==> src/rtl/fetch_stage.sv <==
// MIPS instruction-fetch stage: PC register, next-PC mux and req/ack instruction-memory fetch.
// Optional misaligned-target trap to EXC_VECTOR when ALIGN_CHECK_EN is defined.
module fetch_stage #(
    parameter logic [31:0] RESET_PC   = 32'h0000_3000,
    parameter logic [31:0] EXC_VECTOR = 32'h0000_4180
) (
    input  logic        clk,
    input  logic        rst,
    input  logic [1:0]  NPCOp,
    input  logic [31:0] RD1,
    input  logic        advance,
    output logic        imem_req,
    output logic [31:0] imem_addr,
    input  logic        imem_ack,
    input  logic [31:0] imem_rdata,
    output logic [31:0] PC,
    output logic [31:0] PCPLUS4,
    output logic [31:0] instr,
    output logic        instr_valid,
    output logic [5:0]  Op,
    output logic [5:0]  Funct,
    output logic        exc_misalign
);

    typedef enum logic [1:0] {
        StIdle  = 2'd0,
        StFetch = 2'd1,
        StValid = 2'd2
    } state_t;

    localparam logic [1:0] NpcPlus4  = 2'b00;
    localparam logic [1:0] NpcBranch = 2'b01;
    localparam logic [1:0] NpcJump   = 2'b10;
    localparam logic [1:0] NpcReg    = 2'b11;

    state_t      r_state;
    state_t      w_state_next;
    logic [31:0] r_pc;
    logic [31:0] r_instr;
    logic        r_instr_valid;
    logic        r_imem_req;
    logic [31:0] r_imem_addr;

    logic        w_take_ack;
    logic        w_take_advance;
    logic [31:0] w_pc_plus4;
    logic [31:0] w_br_off;
    logic [31:0] w_npc;
    logic [31:0] w_pc_target;
    logic [31:0] w_pc_d;

    always_comb begin
        w_state_next   = r_state;
        w_take_ack     = 1'b0;
        w_take_advance = 1'b0;
        case (r_state)
            StIdle: begin
                w_state_next = StFetch;
            end
            StFetch: begin
                if (imem_ack) begin
                    w_take_ack   = 1'b1;
                    w_state_next = StValid;
                end
            end
            StValid: begin
                if (advance) begin
                    w_take_advance = 1'b1;
                    w_state_next   = StFetch;
                end
            end
            default: begin
                w_state_next = StIdle;
            end
        endcase
    end

    assign w_pc_plus4 = r_pc + 32'd4;
    assign w_br_off   = {{14{r_instr[15]}}, r_instr[15:0], 2'b00};

    always_comb begin
        w_npc = w_pc_plus4;
        unique case (NPCOp)
            NpcPlus4:  w_npc = w_pc_plus4;
            NpcBranch: w_npc = w_pc_plus4 + w_br_off;
            NpcJump:   w_npc = {w_pc_plus4[31:28], r_instr[25:0], 2'b00};
            NpcReg:    w_npc = RD1;
            default:   w_npc = w_pc_plus4;
        endcase
    end

`ifdef ALIGN_CHECK_EN
    logic w_misalign;
    logic r_exc_misalign;

    assign w_misalign  = |w_npc[1:0];
    assign w_pc_target = w_misalign ? EXC_VECTOR : w_npc;

    always_ff @(posedge clk) begin
        if (rst) begin
            r_exc_misalign <= 1'b0;
        end else begin
            r_exc_misalign <= w_take_advance & w_misalign;
        end
    end

    assign exc_misalign = r_exc_misalign;
`else
    // Low address bits are dropped silently without the alignment check.
    assign w_pc_target  = w_npc & ~32'd3;
    assign exc_misalign = 1'b0;
`endif

    assign w_pc_d = w_take_advance ? w_pc_target : r_pc;

    // Request and address are registered from next-state so they stay glitch-free.
    always_ff @(posedge clk) begin
        if (rst) begin
            r_state       <= StIdle;
            r_pc          <= RESET_PC;
            r_instr       <= 32'd0;
            r_instr_valid <= 1'b0;
            r_imem_req    <= 1'b0;
            r_imem_addr   <= RESET_PC;
        end else begin
            r_state       <= w_state_next;
            r_pc          <= w_pc_d;
            r_instr_valid <= (w_state_next == StValid);
            r_imem_req    <= (w_state_next == StFetch);
            r_imem_addr   <= w_pc_d;
            if (w_take_ack) begin
                r_instr <= imem_rdata;
            end
        end
    end

    assign imem_req    = r_imem_req;
    assign imem_addr   = r_imem_addr;
    assign PC          = r_pc;
    assign PCPLUS4     = w_pc_plus4;
    assign instr       = r_instr;
    assign instr_valid = r_instr_valid;
    assign Op          = r_instr[31:26];
    assign Funct       = r_instr[5:0];

endmodule

==> config.mk <==
export PLATFORM = sky130hd
export DESIGN_NAME = fetch_stage
export DESIGN_NICKNAME = d
export VERILOG_FILES = /design/src/rtl/fetch_stage.sv
export SDC_FILE = /design/constraint.sdc
export NUM_CORES = 1
export LEC_CHECK = 0
export CAP_MARGIN = 0
export CORE_MARGIN = 1
export CORE_UTILIZATION = 41
export DETAILED_ROUTE_END_ITERATION = 16
export GPL_TIMING_DRIVEN = 0
export PLACE_DENSITY_LB_ADDON = 0.2
export SYNTH_ARGS = -nofsm -noshare
export SYNTH_HDL_FRONTEND = slang
export SYNTH_SLANG_ARGS = --single-unit
==> constraint.sdc <==
create_clock -name clk -period 3.8 [get_ports clk]
set_input_delay 0.38 -clock clk [delete_from_list [all_inputs] [get_ports clk]]
set_output_delay 0.38 -clock clk [all_outputs]
set_load 0.01 [all_outputs]
## Word level (Yosys, flattened, before mapping)

Cells that the tools add are included.

- Register bits: 66
- Latch bits: 0
- RAM bits: 0
- Bits in read-only memories: 0
- Bits of input ports: 70
- Output and inout bits: 143
- Word-level logic and storage cells: 24
- Memories: 0

- Add/subtract/negate cells: 2
- Multipliers: 0
- Divide/modulo/power cells: 0
- Order comparisons: 0
- Eq/ne operators: 7
- Shifts and indexed selects: 0
- Muxes and demuxes: 8
- Bitwise gates (word level): 0
- Reductions and logical operators: 2

Operators with widths:

| operator | count |
|---|---|
| one-hot mux 32 bit (4 select lines) | 1 |
| adder 32 x 3 -> 32 bit, second input constant | 1 |
| adder 32 bit | 1 |
| == test 2 bit, second input constant | 4 |
| == test 2 x 1 -> 1 bit, second input constant | 3 |
| one-hot mux 2 bit (3 select lines) | 1 |
| logical NOT 2 bit | 2 |
| two-way mux 1 bit | 4 |
| two-way mux 2 bit | 2 |

## Longest topological paths before layout

Gate-level depths: netlist of the first run.

- Depth after elaboration: 3
- Gate-level depth with buffers: 17
- Gate-level depth less buffers: 16

## Least setup slack after synthesis of the first run

No wires, ideal clock.

- Path type: register to register
- From: reg imem_addr[2] (netlist name)
- To: reg r_imem_addr[31] (netlist: imem_addr[31])
- Library setup time: 0.073 ns
- Arrival time: 4.053 ns
- Data required time: 3.727 ns
- Setup slack: -0.326 ns
- Cell stages (with the launch flop): 17
- Path buffers: 1
- Period minus slack after synthesis: 4.126 ns
- Cells stage by stage: dfxtp_1 > ha_1 > nand2_1 > or4_1 > clkbuf_1 > nor2_2 > nand2_1 > nor2_1 > xor2_1 > ha_1 > a211oi_1 > o21ai_0 > a21o_1 > a21o_2 > a31oi_1 > mux2_2 > nor3_2

RTL lines:

| element | RTL line | RTL |
|---|---|---|
| end signal: assignment | 130 | `r_imem_addr <= w_pc_d;` |
| end: declaration | 42 | `logic [31:0] r_imem_addr;` |

==> results of run 1 <==
final cells by class:
type	instances	share of cell area, %
Clock inverter	5	0.344
Inverter	18	0.742
Clock buffer	10	2.63
Tap cell	176	2.42
Buffer	81	5.87
Multi-Input combinational cell	596	47.9
Timing Repair Buffer	239	25.4
Sequential cell	66	14.7
cell families after synthesis:
family | count (synthesis)
and+or+nand+nor | 272
DFF | 66
xor gates and xnor gates | 46
muxes | 26
other | 1
adders and majority gates | 36
AOI/OAI and AO/OA | 209
buffers and inverters | 103
flip-flops by register name (all words and copies together), names as in the netlist:
signal / cells
instr: 32
imem_addr: 30
r_state: 2
imem_req: 1
instr_valid: 1
power groups by stage:
stage,Combinational (µW),Clock (µW),Sequential [µW]
final,500,790,760
after global routing,535,821,764
after CTS,475,793,756
after detailed placement,461,0,771
after global placement,459,0,770
after floorplan,230,0,771
worst max path at each step:
stage / depth (start not counted) / end / start
after floorplan: 16 / imem_addr[31] / imem_addr[2]
after global placement: 13 / imem_addr[26] / imem_addr[4]
after detailed placement: 16 / imem_addr[31] / imem_addr[2]
after CTS: 17 / imem_addr[31] / imem_addr[2]
after global routing: 14 / imem_addr[19] / imem_addr[3]
final: 16 / imem_addr[31] / imem_addr[3]
routing by layer:
metal / vias up / track usage (%) / share of wire (%)
li1: 3168 / - / -
met1: 3144 / 41.7 / 41
met2: 382 / 49.2 / 46
met3: 46 / 8.25 / 10
met4: 0 / 9.18 / 2.5
met5: - / 0 / 0
worst max-delay path, cell delays in order (launching register included):
cell,delay [ns]
dfxtp_4,0.37
ha_4,0.16
nand2_2,0.06
or4_4,0.48
buf_8,0.16
nor2_4,0.12
buf_6,0.15
xor2_4,0.20
ha_4,0.25
a21oi_4,0.17
o211ai_1,0.16
a221oi_2,0.29
o21ai_2,0.16
a21o_2,0.25
a31oi_4,0.23
mux2_2,0.37
nor3_2,0.09
cell usage in the layout, fill, tap and decap left out, drive strengths merged, types with 4 or more instances in the layout:
cell type	synthesis	final
a211oi	16	16
a21o	19	19
a21oi	79	79
a311oi	5	5
a31oi	10	10
and3	8	8
and4	6	6
buf	52	90
clkbuf	32	37
clkdlybuf4s50	1	203
clkinv	0	4
conb	1	7
dfxtp	66	66
ha	35	35
inv	18	18
mux2i	16	16
mux4	9	9
nand2	118	118
nand3	19	19
nand3b	6	6
nand4	5	5
nor2	70	70
nor3	19	19
o2111ai	4	4
o21a	13	13
o21ai	32	32
o21bai	4	4
o22ai	4	4
or4	4	4
xnor2	27	27
xor2	19	19
through the flow:
step	hold WS, ns	area [µm²]
after floorplan	0.490	5830
after global placement	0.464	8070
after detailed placement	0.466	8070
after CTS	0.474	8670
after global routing	0.499	9100
final	0.469	9100
timing repair:
action,in CTS,in global routing
endpoints found under the setup margin,12,11
pin swaps,9,27
setup buffers,16,21
gates cloned,0,0
resized for setup,39,56
==> results by group, run 1 <==
Floorplan
  • Initial Util: 42.8%
  • Die area: 14500 µm²
  • Die width: 120 µm
  • FP Rows: 42
  • Io pins: 213
  • CORE AREA: 13500 µm²
  • Die height: 120 µm

Setup path
  • Cell depth of the worst flop-to-flop path: 16
  • CP Data Arrival Time: 4.01 ns
  • Crit end category: flop
  • Worst Path Required: 4.07 ns
  • R2r startpoint: imem_addr[3]
  • Crit Path Max Fanout: 6
  • Worst R2R End: imem_addr[31]
  • WS Path Type: flop to flop
  • R2R setup slack: 0.06 ns
  • Critical Path Start Type: flop

Routing
  • Via count: 6740
  • Post-DR vias/cell: 5.66
  • Pre-Repair DR Iteration Count: 5
  • DRC: 0
  • ANT nets after route: 0
  • Initial drt markers: 707
  • Final WL: 23100 µm
  • Routed wire per std cell: 19.4 µm

CTS
  • Clk sinks: 66
  • CTS Buffer Depth: 2
  • CTS H-Tree Depth: 3
  • CTS clk-pin slew, worst paths: 0.06 ns
  • CTS Root Cell: clkbuf_16
  • Clk_lat worst skew: 0.34 ns
  • CTS Hold Bufs: 0
  • TritonCTS Buffers: 9
  • CTS tree: done

Pwr
  • Seq pwr share: 37.1%
  • Power per cell area: 225 nW/µm²
  • Logic gate share of total power: 24.4%
  • Sw frac: 30.1%
  • Switch Pwr: 618 µW
  • Design Power: 2050 µW
  • Clock power frac: 38.5%
  • Leak Pwr: 0.00367 µW
  • Max IR drop VDD: 290 µV
  • Internal power: 1430 µW

Hold path
  • Source of the worst hold timing path: instr[26]
  • Hold path depth: 2
  • Worst Hold End: instr[26]
  • Hold Path Class: flop to flop

Logic synthesis
  • Ys async rst share: 0%
  • Top cells by count, synth: nand2_1 (118), a21oi_1 (79), nor2_1 (69), dfxtp_1 (66), buf_4 (50)
  • Post-synth top flop: dfxtp_1
  • Unique masters post-synth: 71
  • EDFF count, synth: 0
  • Register area share after synthesis: 23.0%
  • Multiplexer area fraction after synthesis: 6.56%
  • Top post-synthesis cells by area: dfxtp_1 (23%), nand2_1 (7.7%), ha_1 (7.6%)
  • Most common cell in the netlist: nand2_1
  • Leading area contributor after synthesis: dfxtp_1
  • Post-synthesis cell count: 759
  • Syn avg cell area: 7.58 µm²
  • Main combinational cell family by area after synthesis: compound AO/OA/AOI/OAI gates
  • Compound-Gate Fraction of Synth Area: 22.8%
  • XOR/XNOR share of the synthesized area: 7.13%
  • Synth Register Bits: 66
  • Ys Warns: 0
  • Simple-gate share of the synthesized area: 22.1%
  • Synthesized area: 5760 µm²
  • Post-synth top area share: 23.0%
  • Adder-Cell Fraction of Synth Area: 7.95%

STA
  • Max Fclk: 267 MHz
  • RSZ-0062 raised after global routing: yes
  • Setup_tns: 0 ns
  • Fin crit share: 98.5%
  • # setup viols final: 0
  • Max_slew headroom: 6.21%
  • Final Critical Period: 3.74 ns
  • Skew final: 0.0103 ns
  • Worst-Margin Slew: 1.40 ns
  • Slew Limit Fails: 0
  • Final Hold Fails: 0
  • Final worst setup slack: 0.0579 ns

Placed design
  • Dpl hpwl: 16800 µm
  • Pre-CTS setup slack: -0.578 ns
  • IO buf count: 202
  • Placed instance count: 1143
  • Global placer's final weighted congestion: 0.920

Layout
  • Sequential Area: 1340 µm²
  • Nets: 1117
  • Fillers: 1156
  • Share of cells above drive strength 1: 20.1%
  • N_diodes: 0
  • Core Util, Final: 67.7%
  • Area occupied by multi-input gates: 4360 µm²
  • Area growth from synthesis to layout: 58.1%
  • Layout Cells excl Fill: 1191

GRT
  • Number of global-route vias before repair: 6255
  • Grt total ovfl: 0
  • Pin count of the biggest net entering global routing: 22
  • GRT Overall Usage: 31.2%
  • Antenna violations before repair: 0
  • First-pass GRT wire length: 34600 µm

Status
  • Status: complete, no violations

Flow run
  • Max-cap violations: 0
Power figures use the tool's default switching activity.
==> inputs of run 2 (changes only) <==
--- a/config.mk
+++ b/config.mk
@@ -7,7 +7,7 @@
 export LEC_CHECK = 0
 export CAP_MARGIN = 0
 export CORE_MARGIN = 1
-export CORE_UTILIZATION = 41
+export CORE_UTILIZATION = 40
 export DETAILED_ROUTE_END_ITERATION = 16
 export GPL_TIMING_DRIVEN = 0
 export PLACE_DENSITY_LB_ADDON = 0.2
==> constraint.sdc (replaced) <==
create_clock -name clk -period 3.7 [get_ports clk]
set_input_delay 0.37 -clock clk [delete_from_list [all_inputs] [get_ports clk]]
set_output_delay 0.37 -clock clk [all_outputs]
set_load 0.01 [all_outputs]
==> run 2 against run 1 <==
Effect of this change:
- the run now ends with setup timing left
- die area grew 2.5%
- power grew 6.2%
- largest power group unchanged
- via count up 2.2%
- critical path depth shrank 1
- clock skew fell by 0.0032 ns
- final cell count is 1.7% higher
- largest cell class unchanged
- highest routed layer unchanged
==> results by group, run 2 (same netlist as run 1, synthesis figures left out) <==
CTS
  • Clk_lat worst skew: 0.34 ns (about the same)
  • CTS tree: done
  • CTS clk-pin slew, worst paths: 0.06 ns (about the same)
  • CTS Root Cell: clkbuf_16
  • TritonCTS Buffers: 9 (unchanged)
  • CTS H-Tree Depth: 3 (unchanged)
  • CTS Buffer Depth: 2 (unchanged)
  • Clk sinks: 66 (unchanged)
  • CTS Hold Bufs: 0 (unchanged)

Hold path
  • Hold Path Class: flop to flop
  • Hold path depth: 2 (unchanged)

Pwr
  • Leak Pwr: 0.00373 µW (+1.7%)
  • Max IR drop VDD: 193 µV (-33%)
  • Power per cell area: 234 nW/µm² (+3.9%)

GRT
  • Antenna violations before repair: 0 (unchanged)
  • Number of global-route vias before repair: 6270 (+0.24%)
  • Pin count of the biggest net entering global routing: 22 (unchanged)
  • GRT Overall Usage: 29.7% (-1.5 points)
  • Grt total ovfl: 0 (unchanged)
  • First-pass GRT wire length: 33600 µm (-2.9%)

Routing
  • Final WL: 23100 µm (+0.24%)
  • Routed wire per std cell: 19.1 µm (-1.4%)
  • DRC: 0 (unchanged)
  • Initial drt markers: 734 (+3.8%)
  • Post-DR vias/cell: 5.69 (+0.46%)
  • Via count: 6885 (+2.2%)
  • Pre-Repair DR Iteration Count: 6 (+1)
  • ANT nets after route: 0 (unchanged)

Placed design
  • Dpl hpwl: 16600 µm (-0.99%)
  • Placed Area: 8090 µm² (+0.25%)
  • Placed instance count: 1147 (+0.35%)
  • Global placer's final weighted congestion: 0.919 (-0.13%)
  • IO buf count: 202 (unchanged)

Setup path
  • Cell family with most CP delay: simple AND/OR/NAND/NOR gates
  • Crit-path cells: ha_4, nand2_2, or4_4, nor2_4, buf_12, nand4_1, xnor2_2, ha_1, nand2_1, nor2_1, nand3_1, a211oi_1, nor2_1, mux2i_1, a21oi_1
  • Cell depth of the worst flop-to-flop path: 15 (-1)
  • WS Path Type: flop to flop
  • Critical Path Start Type: flop
  • Crit end category: flop
  • WP depth: 15 (-1)
  • Worst Path Buf+Inv: 1 (-1)
  • Worst Path Required: 3.93 ns (-0.14 ns)
  • CP Data Arrival Time: 4.04 ns (+0.03 ns)
  • Crit Path Max Fanout: 7 (+1)
  • CP peak stage delay: 0.59 ns (+0.11 ns)
  • Crit. Startpoint: imem_addr[2]
  • Worst R2R End: imem_addr[28]
  • Most frequent CP cell: nor2_1
  • R2R setup slack: -0.12 ns (-0.17 ns)
  • R2r startpoint: imem_addr[2]
  • Crit path to: imem_addr[28]
  • Slowest stage cell on the critical path: or4_4

STA
  • # setup viols final: 5 (+5)
  • RSZ-0062 raised after global routing: yes
  • Fin crit share: 103% (+4.6 points)
  • Max Fclk: 262 MHz (-1.9%)
  • Setup_tns: -0.183 ns (-0.183 ns)
  • Hold slack: 0.475 ns (+0.00617 ns)
  • Skew final: 0.00705 ns (-0.00323 ns)
  • Final worst setup slack: -0.115 ns (-0.173 ns)
  • Max_slew headroom: 3.70% (-2.5 points)
  • Slew Limit Fails: 0 (unchanged)
  • Final Critical Period: 3.82 ns (+0.0732 ns)
  • Worst-Margin Slew: 1.44 ns (+0.0376 ns)
  • Final Hold Fails: 0 (unchanged)

Layout
  • Most common cell after layout, fill and taps aside: clkdlybuf4s50_1
  • Most frequent cells in the layout: clkdlybuf4s50_1 (202), nand2_1 (115), buf_4 (99)
  • Layout Cells excl Fill: 1211 (+1.7%)
  • Nets: 1132 (+1.3%)
  • Area growth from synthesis to layout: 61.5%
  • Share of cells above drive strength 1: 21.3% (+1.2 points)
  • N_diodes: 0 (unchanged)
  • Max reg flops: 32 (unchanged)
  • Fin area: 9300 µm² (+2.2%)

Floorplan
  • FP Rows: 43 (+2.4%)
  • CORE AREA: 13900 µm² (+3.6%)
  • Initial Util: 41.3% (-1.5 points)
  • Io pins: 213 (unchanged)
  • Die width: 122 µm (+1.2%)
  • Die area: 14900 µm² (+2.5%)
  • Die height: 122 µm (+1.2%)

Status
  • Failing checks: setup timing
  • Status: finished with violations

Flow run
  • Max-cap violations: 0 (unchanged)
-- run 2: what timing repair did --
item                                    in CTS  in global routing
pin swaps                                   16                 36
setup buffers                               20                 33
endpoints found under the setup margin      12                 15
gates resized for setup                     52                 46
-- run 2: worst reg2reg max path: cells and delay by family (launching register included) --
| kind | cells | cell delay, ns |
|---|---|---|
| XOR/XNOR | 1 | 0.23 |
| buffers and inverters | 1 | 0.13 |
| flip-flops | 1 | 0.37 |
| adder cells (fa/ha/maj) | 2 | 0.55 |
| AO/OA/AOI/OAI | 2 | 0.55 |
| AND/OR/NAND/NOR | 8 | 1.65 |
| multiplexers | 1 | 0.21 |
-- run 2: worst min path at each step --
stage                   start  slack (ns)   endpoint
CTS                 instr[16]        0.47  instr[16]
finish              instr[26]        0.47  instr[26]
floorplan           instr[17]        0.49  instr[17]
detailed placement  instr[16]        0.47  instr[16]
global route        instr[23]        0.49  instr[23]
global placement    instr[16]        0.46  instr[16]
-- run 2: final cells by class --
| type | instances | area [µm²] |
|---|---|---|
| plain buffers | 80 | 519 |
| clock buffers | 9 | 225 |
| clock inverters | 7 | 70.1 |
| fillers | 1186 | 4640 |
| inverters | 18 | 67.6 |
| multi-input cells | 596 | 4410 |
| flip-flops and latches | 66 | 1340 |
| well taps | 180 | 225 |
| repair buffers | 255 | 2440 |
-- run 2: where the power goes --
part / internal (µW) / leakage [µW] / switching [µW]
sequential: 736 / 0.000541 / 44.8
combinational: 279 / 0.00305 / 248
clock: 519 / 0.000133 / 351
-- run 2: metrics by stage --
| step | utilization [%] | power [µW] | setup WS [ns] |
|---|---|---|---|
| after CTS | 63.3 | 2130 | -0.00521 |
| final | 66.7 | 2180 | -0.115 |
| after detailed placement | 58.1 | 1260 | -0.599 |
| after floorplan | - | 1030 | 0.00273 |
| after global routing | 66.7 | 2250 | -0.209 |
| after global placement | 58.1 | 1260 | -0.590 |
-- run 2: routing by layer --
metal  part of all wire (%)  track usage (%)
met4                    2.8             11.3
met3                     10             7.63
met5                      0                0
met1                     41             39.4
met2                     46             46.0
==> inputs of run 3 (changes only) <==
--- a/config.mk
+++ b/config.mk
@@ -6,8 +6,8 @@
 export NUM_CORES = 1
 export LEC_CHECK = 0
 export CAP_MARGIN = 0
-export CORE_MARGIN = 1
 export CORE_UTILIZATION = 40
+export CTS_BUF_LIST = sky130_fd_sc_hd__clkbuf_4 sky130_fd_sc_hd__clkbuf_8 sky130_fd_sc_hd__clkbuf_16
 export DETAILED_ROUTE_END_ITERATION = 16
 export GPL_TIMING_DRIVEN = 0
 export PLACE_DENSITY_LB_ADDON = 0.2
==> results of run 3 <==
Final layout, timing and power as in run 2 (identical DEF).
